## config.mk

```make
export PLATFORM = sky130hd
export DESIGN_NAME = register_tx
export DESIGN_NICKNAME = d
export VERILOG_FILES = /design/src/rtl/register_tx_pkg.sv /design/src/rtl/bit_timer.sv /design/src/rtl/register_tx.sv
export SDC_FILE = /design/constraint.sdc
export NUM_CORES = 1
export LEC_CHECK = 0
export ABC_AREA = 0
export BUFFER_PORTS_ARGS = -buffer_cell sky130_fd_sc_hd__buf_4
export CAP_MARGIN = 20
export CORE_ASPECT_RATIO = 0.75
export CORE_MARGIN = 2
export CORE_UTILIZATION = 50
export DETAILED_ROUTE_END_ITERATION = 12
export PLACE_DENSITY = 0.75
export SLEW_MARGIN = 25
export SYNTH_ARGS = -nofsm -noshare
export SYNTH_HDL_FRONTEND = slang
export SYNTH_SLANG_ARGS = --single-unit
```

## constraint.sdc

```tcl
create_clock -name clk_i -period 1.5 [get_ports clk_i]
set_input_delay 0.225 -clock clk_i [delete_from_list [all_inputs] [get_ports clk_i]]
set_output_delay 0.225 -clock clk_i [all_outputs]
set_load 0.02 [all_outputs]
```

## src/rtl/register_tx_pkg.sv

```systemverilog
// register_tx_pkg
// Shared types and line levels for the register read-out serial transmitter.
//   tx_state_t      : frame sequencing states (IDLE, START, DATA, STOP)
//   TX_*_LEVEL      : serial line level driven in each framing phase
package register_tx_pkg;

  typedef enum logic [1:0] {
    IDLE,
    START,
    DATA,
    STOP
  } tx_state_t;

  localparam logic TX_IDLE_LEVEL  = 1'b1;
  localparam logic TX_START_LEVEL = 1'b0;
  localparam logic TX_STOP_LEVEL  = 1'b1;

endpackage

```

## src/rtl/bit_timer.sv

```systemverilog
// bit_timer
// Baud counter for the serial transmitter. Counts 0..CLKS_PER_BIT-1 and wraps,
// flagging the last cycle of every bit period.
// Ports:
//   clk_i   : clock
//   rst_i   : asynchronous active-high reset
//   clear_i : holds the counter at zero (used while the transmitter is idle)
//   tick_o  : high during the final cycle of each bit period
module bit_timer #(
  parameter int CLKS_PER_BIT = 4
) (
  input  logic clk_i,
  input  logic rst_i,
  input  logic clear_i,
  output logic tick_o
);

  localparam int CW = (CLKS_PER_BIT > 1) ? $clog2(CLKS_PER_BIT) : 1;
  localparam logic [CW-1:0] LAST_COUNT = CW'(CLKS_PER_BIT - 1);

  logic [CW-1:0] count;

  // Free-running within a bit period; clearing lines the first period up with
  // the edge that accepts a new frame.
  always_ff @(posedge clk_i or posedge rst_i) begin
    if (rst_i) begin
      count <= '0;
    end else if (clear_i) begin
      count <= '0;
    end else if (count == LAST_COUNT) begin
      count <= '0;
    end else begin
      count <= count + CW'(1);
    end
  end

  // Masked by clear so a stale count can never advance the FSM out of idle.
  assign tick_o = !clear_i && (count == LAST_COUNT);

endmodule

```

## src/rtl/register_tx.sv

```systemverilog
// register_tx
// Serial read-out transmitter: captures a register value and sends it as an
// asynchronous frame (start bit, DATA_W data bits LSB first, stop bit).
// Ports:
//   clk_i   : clock
//   rst_i   : asynchronous active-high reset; aborts any frame in flight
//   start_i : transmit request, only honoured while idle
//   data_i  : payload, captured on the accepting edge
//   tx_o    : serial line, idles high
//   busy_o  : high while a frame is being sent
//   done_o  : one-cycle pulse after the stop bit completes
module register_tx
  import register_tx_pkg::*;
#(
  parameter int CLKS_PER_BIT = 4,
  parameter int DATA_W       = 8
) (
  input  logic              clk_i,
  input  logic              rst_i,
  input  logic              start_i,
  input  logic [DATA_W-1:0] data_i,
  output logic              tx_o,
  output logic              busy_o,
  output logic              done_o
);

  localparam int BW = $clog2(DATA_W + 1);
  localparam logic [BW-1:0] LAST_BIT = BW'(DATA_W - 1);

  tx_state_t         state;
  logic [DATA_W-1:0] shift_reg;
  logic [DATA_W-1:0] shift_next;
  logic [BW-1:0]     bit_cnt;
  logic              bit_tick;
  logic              timer_clear;

  // Baud counter is held in reset while idle so every frame starts with a
  // full-length start bit regardless of when start_i arrives.
  assign timer_clear = (state == IDLE);
  assign shift_next  = shift_reg >> 1;

  bit_timer #(
    .CLKS_PER_BIT(CLKS_PER_BIT)
  ) u_bit_timer (
    .clk_i  (clk_i),
    .rst_i  (rst_i),
    .clear_i(timer_clear),
    .tick_o (bit_tick)
  );

  // Frame sequencer. tx_o is registered and is loaded with the level of the
  // phase being entered, so the line changes exactly on bit boundaries.
  // done_o defaults low and is set only on the STOP->IDLE transition, which
  // makes it a single-cycle pulse; a start in that idle cycle is accepted.
  always_ff @(posedge clk_i or posedge rst_i) begin
    if (rst_i) begin
      state     <= IDLE;
      shift_reg <= '0;
      bit_cnt   <= '0;
      tx_o      <= TX_IDLE_LEVEL;
      busy_o    <= 1'b0;
      done_o    <= 1'b0;
    end else begin
      done_o <= 1'b0;
      unique case (state)
        IDLE: begin
          tx_o <= TX_IDLE_LEVEL;
          if (start_i) begin
            shift_reg <= data_i;
            bit_cnt   <= '0;
            state     <= START;
            tx_o      <= TX_START_LEVEL;
            busy_o    <= 1'b1;
          end
        end
        START: begin
          if (bit_tick) begin
            state <= DATA;
            tx_o  <= shift_reg[0];
          end
        end
        DATA: begin
          if (bit_tick) begin
            shift_reg <= shift_next;
            bit_cnt   <= bit_cnt + BW'(1);
            if (bit_cnt == LAST_BIT) begin
              state <= STOP;
              tx_o  <= TX_STOP_LEVEL;
            end else begin
              tx_o <= shift_next[0];
            end
          end
        end
        STOP: begin
          if (bit_tick) begin
            state  <= IDLE;
            tx_o   <= TX_IDLE_LEVEL;
            busy_o <= 1'b0;
            done_o <= 1'b1;
          end
        end
        default: begin
          state <= IDLE;
        end
      endcase
    end
  end

endmodule

```

* Yosys cells after proc, flatten, opt, wreduce, memory -nomap -nowiden
Cells that the tools add are included.
Cells by class: add/sub/neg operators 2, bitwise gates (word level) 0, div/mod/pow operators 0, multipliers 0, equal/unequal tests 10, $lt $le $gt $ge 0, shifts and indexed selects 0, reduce and logical (&&, ||, !) cells 9, muxes and demuxes 25
Operators by type and width (count):
- 8-bit 2-to-1 mux | 2
- 8-bit one-hot mux with 2 select lines | 1
- 2-bit 2-to-1 mux | 7
- 2-bit != test (second input constant) | 5
- 1-bit 2-to-1 mux | 9
- 3-bit AND reduction | 3
- 4-bit 2-to-1 mux | 2
- 2-bit one-hot mux with 4 select lines | 1
- 4-bit one-hot mux with 2 select lines | 1
- 2-bit == test (second input constant) | 3
- 5-bit AND reduction | 1
- 4-bit by 1-bit adder with 4-bit output (second input constant) | 1
- 4-bit by 3-bit == test with 1-bit output (second input constant) | 1
- 1-bit one-hot mux with 4 select lines | 1
- 2-bit nonzero test | 2
- 2-bit by 1-bit adder with 2-bit output (second input constant) | 1
- 2-bit by 1-bit == test with 1-bit output (second input constant) | 1
- 2-bit zero test | 1
- 1-bit one-hot mux with 2 select lines | 1
- 1-bit logical AND | 1
- 1-bit zero test | 1
Storage, ports and cells: memories 0, bits in read-only memories 0, RAM bits 0, register bits after elaboration 19, word-level logic and storage cells 53, bits in latches 0, output and inout bits 3

* Depth between registers and ports, before layout
Gate-level depths: netlist of run 1.
depth in word-level cells 5, depth in mapped cells 8, gate-level depth less buffers 6

* Modules after synthesis
A second synthesis of run 1 with hierarchy kept.
Second synthesis, totals: cells, all modules 96, area total of the unflattened synthesis 965.9 um2
By module, submodules not included:
- register_tx | cells each 89, seq. area each 426.7 um2, area each 883.3 um2, times used 1
- bit_timer | cells each 7, seq. area each 50.0 um2, area each 82.6 um2, times used 1

* Worst setup path before layout of run 1
Ideal clock, no wire load.
path kind flip-flop to flip-flop, from register state[0], to register state[1], path slack -0.030 ns, setup time 0.125 ns, stages on the path, launching flop included 6, data arrival time 1.405 ns, clock period less this slack 1.530 ns, cell sequence dfrtp_1 -> inv_1 -> ha_1 -> o31ai_2 -> nand3_2 -> mux2_4
Between the ends: word-level cells in the longest chain between the ends 5, elaborated cells on any way between the ends 13, those cells by class eq/ne: 8; mux: 1; reduce/logical: 4
Ends and longest elaborated chain:
- start, declared | RTL line register_tx.sv:30 | tx_state_t state;
- start signal, assigned | RTL line register_tx.sv:57 | state <= IDLE;
- start signal, assigned | RTL line register_tx.sv:71 | state <= START;
- start signal, assigned | RTL line register_tx.sv:78 | state <= DATA;
- 2-bit zero test | RTL line register_tx.sv:39, register_tx.sv:65
- 1-bit zero test | RTL line bit_timer.sv:38 | assign tick_o = !clear_i && (count == LAST_COUNT);
- 1-bit logical AND | RTL line bit_timer.sv:38
- 2-bit != test (no source line)
- 5-bit AND reduction (no source line)
Several ways; a longest one is shown, not always the timed one. A chain may end at the register's enable or synchronous reset.

* Worst setup path after layout of run 1
from register state[1], to register state[1]
Same word-level chain as after synthesis.

==> results of run 1 <==
[power groups by stage]
stage               Sequential (mW)  Combinational (mW)  Clock, mW
global route                  0.927                2.00      0.295
finish                        0.901                1.84      0.260
detailed placement            0.868                1.41          0
global placement              0.854                1.35          0
CTS                           0.871                1.49      0.268
floorplan                     0.863                1.01          0
[cells in the mapped netlist, types with 2 or more instances]
cell / n
nor2_1: 13
o21ai_1: 3
nand2_1: 6
inv_1: 4
a21oi_1: 12
buf_4: 2
dfrtp_1: 18
nor3_1: 2
mux2i_1: 8
nand2b_1: 2
ha_1: 6
buf_6: 2
[worst max-delay path, stage by stage (launching register included)]
cell     delay, ns
dfrtp_2       0.46
inv_4         0.07
ha_4          0.17
o31ai_4       0.27
nand3_2       0.14
mux2_4        0.31
[area by class of cell]
cell class,instances,area (µm²),share of cell area
multi-input cells,71,576,0.401
flip-flops and latches,19,479,0.334
repair buffers,38,304,0.212
well taps,24,30.0,0.0209
clock buffers,3,22.5,0.0157
inverters,4,20.0,0.0139
clock inverters,1,5.00,0.00348
[per-layer routing]
metal	vias up	track usage
met4	0	0.0714
met2	20	0.318
met1	415	0.265
met5	-	0
li1	417	-
met3	4	0.0549
[cells by family after synthesis]
family          Yosys count
compound gates           22
fa+ha+maj                 6
buf+inv                   8
flops                    19
mux                       9
simple gates             34
[path summary, 6_finish.rpt]
| kind | slack (ns) | endpoint | from | depth (start not counted) |
|---|---|---|---|---|
| worst max register to register | -0.02 | state[1]$_DFFE_PP0P_ | state[1]$_DFFE_PP0P_ | 5 |
| worst max-delay path | -0.02 | state[1]$_DFFE_PP0P_ | state[1]$_DFFE_PP0P_ | 5 |
| worst min register to register | 0.44 | u_bit_timer.count[0]$_DFF_PP0_ | u_bit_timer.count[0]$_DFF_PP0_ | 1 |
| min in group asynchronous | 0.49 | shift_reg[0]$_DFFE_PP0P_ | rst_i | 4 |
| max in group asynchronous | 0.75 | tx_o$_DFFE_PP1P_ | rst_i | 4 |
| worst min-delay path | 0.13 | shift_reg[7]$_DFFE_PP0P_ | data_i[7] | 3 |
[cell usage in the layout (no fill, tap or decap), types with 2 or more instances in the layout]
cell	instances
inv_1	2
buf_4	32
nor3_1	2
ha_1	2
nand2_1	6
clkbuf_4	3
dfrtp_1	16
nor2_2	4
ha_4	3
a21oi_1	9
a21oi_2	3
buf_6	3
inv_4	2
o21ai_1	2
nand2b_1	2
dfrtp_2	2
nor2_1	9
mux2i_1	8
[metrics by stage]
step | setup TNS, ns | total power, mW
5_1_grt | -0.259 | 3.23
4_1_cts | 0 | 2.63
2_1_floorplan | 0 | 1.87
6_report | -0.0177 | 3.00
3_3_place_gp | -0.0835 | 2.21
3_5_place_dp | -0.735 | 2.28
[what timing repair did]
item | 4_1_cts | 5_1_grt
hold buffers | 1 | 0
gates resized for setup | 8 | 19
hold endpoints to repair | 18 | 0
cloned | 0 | 1
setup buffers | 0 | 9
setup endpoints to repair | 10 | 10
pin swaps | 0 | 5
==> qor.yml, run 1 <==
status:
  outcome: "complete, but fails checks"
  violations: "negative setup slack"
floorplanning:
  fp.dieArea_um2: 2430
  initial_core_util: 0.518
  fp.dieH_um: 43.2
  core_area_um2: 1980
  ioPinCount: 14
  die_x_um: 56.3
  rows: 14
clock_network:
  clk_pin_slew_ns: 0.11
  root_buffer: "clkbuf_4"
  cts.path.max_buffers: 2
  clock_latency_ns: 0.30
  htree_levels: 1
  cts_tree: "yes"
  cts_sinks: 19
  numCtsBuffers: 3
synth:
  synthMuxAreaShare: 0.0927
  syn_inst: 98
  yosys.area.top_type: "dfrtp_1"
  synth-simple-area-share: 0.185
  synth_seq_area_share: 0.465
  synth_edf_count: 0
  synth_top_area_share: 0.439
  synth-async-reset-ratio: 1.00
  yosys_warnings: 0
  synth_compound_area_frac: 0.133
  synth_adder_area_share: 0.0732
  syn-num-nets: 115
  yosys_register_bits: 19
  synthXorXnorAreaFrac: 0
  synth_top_family_by_area: "simple AND/OR/NAND/NOR gates"
  synth.area.top_cells: "dfrtp_1 44%, mux2i_1 7.8%, ha_1 7.3%"
  synth_area_um2: 1030
  ys.flop_type: "dfrtp_1"
  synthDistinctLibCells: 32
  avgSynthCellArea_um2: 10.5
global_routing:
  grt_overflow: 0
  grt_pass1_vias: 818
  antenna_found_initial: 0
  grt_pass1_wl_um: 3640
  track_usage: 0.200
  grt_max_degree: 20
place:
  placed_cell_area_um2: 1230
  hpwl_um: 1500
  place_inst: 145
  routabilityCongestion: 0.843
  portBuffers: 13
  dp_slack_ns: -0.133
sta:
  setup_viol: 1
  fin_skew_ns: 0.00443
  tightest_slew_ns: 0.293
  rsz0062_at_grt: "yes"
  min_period_over_period: 1.01
  fmax_ghz: 0.659
  max_slew_margin: 0.805
  drv_slew: 0
  min_period_ns: 1.52
  fin_ws_ns: -0.0177
  timing.hold.ws_ns: 0.133
  hold_violations: 0
detailed_routing:
  wirelength_um: 2300
  drtIter0Drc: 13
  drtPass1Iterations: 4
  drt-met1-wl_um: 983
  vias: 856
  wl_met2_um: 1180
  wl_per_cell_um: 14.4
  antenna_left: 0
  dr_wl_met3_um: 86
  drc: 0
  vias_per_cell: 5.35
  routed.top_layer: "met4"
final_layout:
  final_cells: 160
  n_antenna_cell: 0
  drive_above_1_share: 0.478
  postLayoutCellArea_um2: 1440
  fin_nets: 154
  largest_register_ffs: 8
  area_growth_pct: 40.0
  postLayoutCoreUtil: 0.726
  final.fill_count: 132
critical_path:
  path_max_fanout: 4
  endpoint_kind: "flip-flop"
  path_class: "flip-flop to flip-flop"
  crit_required_ns: 1.69
  startpoint_type: "flip-flop"
  arrival_ns: 1.71
power:
  seq_power_share: 0.301
  p_leak_nw: 0.688
  p_int_mw: 1.81
  powerDensity_nw_per_um2: 2090
  combPwrFrac: 0.613
  netSwitchingPower_mw: 1.18
  vdd_drop_max_mv: 1.19
  clkPwrFrac: 0.087
  p_sw_frac: 0.395
flow_run:
  drv_cap: 0
hold_path:
  hold_path_class: "input port to flip-flop"
Note: power is estimated with default switching activity, not from simulation.
==> inputs of run 2 (changes only) <==
- RECOVER_POWER: not set -> 25
==> qor.yml, run 2 (synthesis results as in run 1) <==
status:
  outcome: "complete, but fails checks"
  violations: "negative setup slack"
final_layout:
  largest_register_ffs: 8
  drive_above_1_share: 0.478
  seqCellArea_um2: 479
  layout_commonest_cell: "buf_4"
  layout_common_cells: "30 x buf_4, 16 x dfrtp_1, 9 x a21oi_1, 9 x nor2_1, 8 x mux2i_1"
  final_cells: 160
  multi_input_area_um2: 576
  final.fill_count: 131
  area_growth_pct: 39.8
  fin_nets: 154
  n_antenna_cell: 0
critical_path:
  path_max_fanout: 4
  startpoint_type: "flip-flop"
  endpoint_kind: "flip-flop"
  ff2ff_setup_slack_ns: -0.03
  arrival_ns: 1.72
  path_class: "flip-flop to flip-flop"
  r2r-end: "state[1]$_DFFE_PP0P_"
  reg2reg_from: "state[1]$_DFFE_PP0P_"
  rr_worst_depth: 5
  crit_required_ns: 1.69
clock_network:
  cts_tree: "yes"
  numCtsBuffers: 3
  htree_levels: 1
  root_buffer: "clkbuf_4"
  cts.path.max_buffers: 2
  cts_sinks: 19
  clk_pin_slew_ns: 0.11
  clock_latency_ns: 0.30
global_routing:
  grt_pass1_vias: 818
  track_usage: 0.200
  grt_max_degree: 20
  grt_pass1_wl_um: 3640
  grt_overflow: 0
  antenna_found_initial: 0
place:
  routabilityCongestion: 0.843
  portBuffers: 13
  place_inst: 145
  hpwl_um: 1500
hold_path:
  hold_path_class: "input port to flip-flop"
  worstHoldStart: "data_i[7]"
  min_to: "shift_reg[7]$_DFFE_PP0P_"
  min_path_cells: 3
sta:
  min_period_over_period: 1.02
  hold_violations: 0
  fmax_ghz: 0.655
  setup_viol: 1
  rsz0062_at_grt: "yes"
  tightest_slew_ns: 0.461
  min_period_ns: 1.53
  fin_ws_ns: -0.0264
  max_slew_margin: 0.692
  fin_skew_ns: 0.00463
  timing.hold.ws_ns: 0.133
  drv_slew: 0
flow_run:
  drv_cap: 0
detailed_routing:
  drtIter0Drc: 13
  wirelength_um: 2310
  wl_per_cell_um: 14.4
  drtPass1Iterations: 4
  drc: 0
  vias: 861
  antenna_left: 0
  vias_per_cell: 5.38
power:
  p_leak_nw: 0.688
  vdd_drop_max_mv: 1.20
  powerDensity_nw_per_um2: 2090
floorplanning:
  initial_core_util: 0.518
  rows: 14
  fp.dieH_um: 43.2
  die_x_um: 56.3
  fp.dieArea_um2: 2430
  core_area_um2: 1980
  ioPinCount: 14
==> run 2: cell types whose count changed in the layout (fill, tap and decap cells not counted) <==
| cell | delta |
|---|---|
| clkbuf_2 | +1 |
| clkbuf_4 | +1 |
| buf_4 | -2 |
==> run 2: stage by stage <==
step	total power, mW	util	cell area [µm²]	setup slack [ns]	TNS, ns
floorplan	1.87	-	1030	0.00754	0
global placement	2.21	0.621	1230	-0.0276	-0.0835
detailed placement	2.28	0.621	1230	-0.133	-0.735
CTS	2.63	0.655	1300	0.00371	0
global route	3.22	0.724	1430	-0.0623	-0.259
finish	3.00	0.724	1430	-0.0264	-0.0264
==> run 2: where the power goes <==
| part | total (mW) | internal [mW] | switching, mW |
|---|---|---|---|
| Sequential | 0.902 | 0.737 | 0.164 |
| Combinational | 1.84 | 0.976 | 0.864 |
| Clock | 0.259 | 0.0994 | 0.160 |
| Total | 3.00 | 1.81 | 1.19 |
==> run 2: how the worst max path moves through the flow <==
stage                              start                        to  slack (ns)  cells past startpoint
floorplan           state[0]$_DFFE_PP0P_      state[1]$_DFFE_PP0P_       0.008                      7
global placement    state[0]$_DFFE_PP0P_      state[1]$_DFFE_PP0P_       -0.03                      5
detailed placement  state[0]$_DFFE_PP0P_  shift_reg[1]$_DFFE_PP0P_       -0.13                      6
CTS                 state[0]$_DFFE_PP0P_  shift_reg[1]$_DFFE_PP0P_       0.004                      8
global route        state[1]$_DFFE_PP0P_      state[1]$_DFFE_PP0P_       -0.06                      5
finish              state[1]$_DFFE_PP0P_      state[1]$_DFFE_PP0P_       -0.03                      5
==> run 2: metal layers <==
layer | vias up | global-route usage | part of all wire
li1 | 416 | - | -
met1 | 417 | 0.265 | 0.43
met2 | 24 | 0.318 | 0.51
met3 | 4 | 0.0549 | 0.042
met4 | 0 | 0.0714 | 0.019
met5 | - | 0 | 0
==> run 2: timing repair <==
item                                   CTS  global route
endpoints found under the hold margin   18             0
buffers inserted                         0             9
pin swaps                                0             5
hold buffers                             1             0
resized for setup                        8            19
gates cloned                             0             1
setup endpoints to repair               10            10
==> run 2: area by class of cell <==
cell class / instances / area share
Clock buffer: 3 / 0.0157
Multi-Input combinational cell: 71 / 0.401
Inverter: 4 / 0.0140
Tap cell: 24 / 0.0209
Timing Repair Buffer: 38 / 0.210
Sequential cell: 19 / 0.334
Clock inverter: 1 / 0.00349
==> run 2: critical path, cell delays in order, from the launching register on <==
cell,delay [ns]
dfrtp_2,0.46
inv_4,0.07
ha_4,0.17
o31ai_4,0.27
nand3_2,0.15
mux2_4,0.32
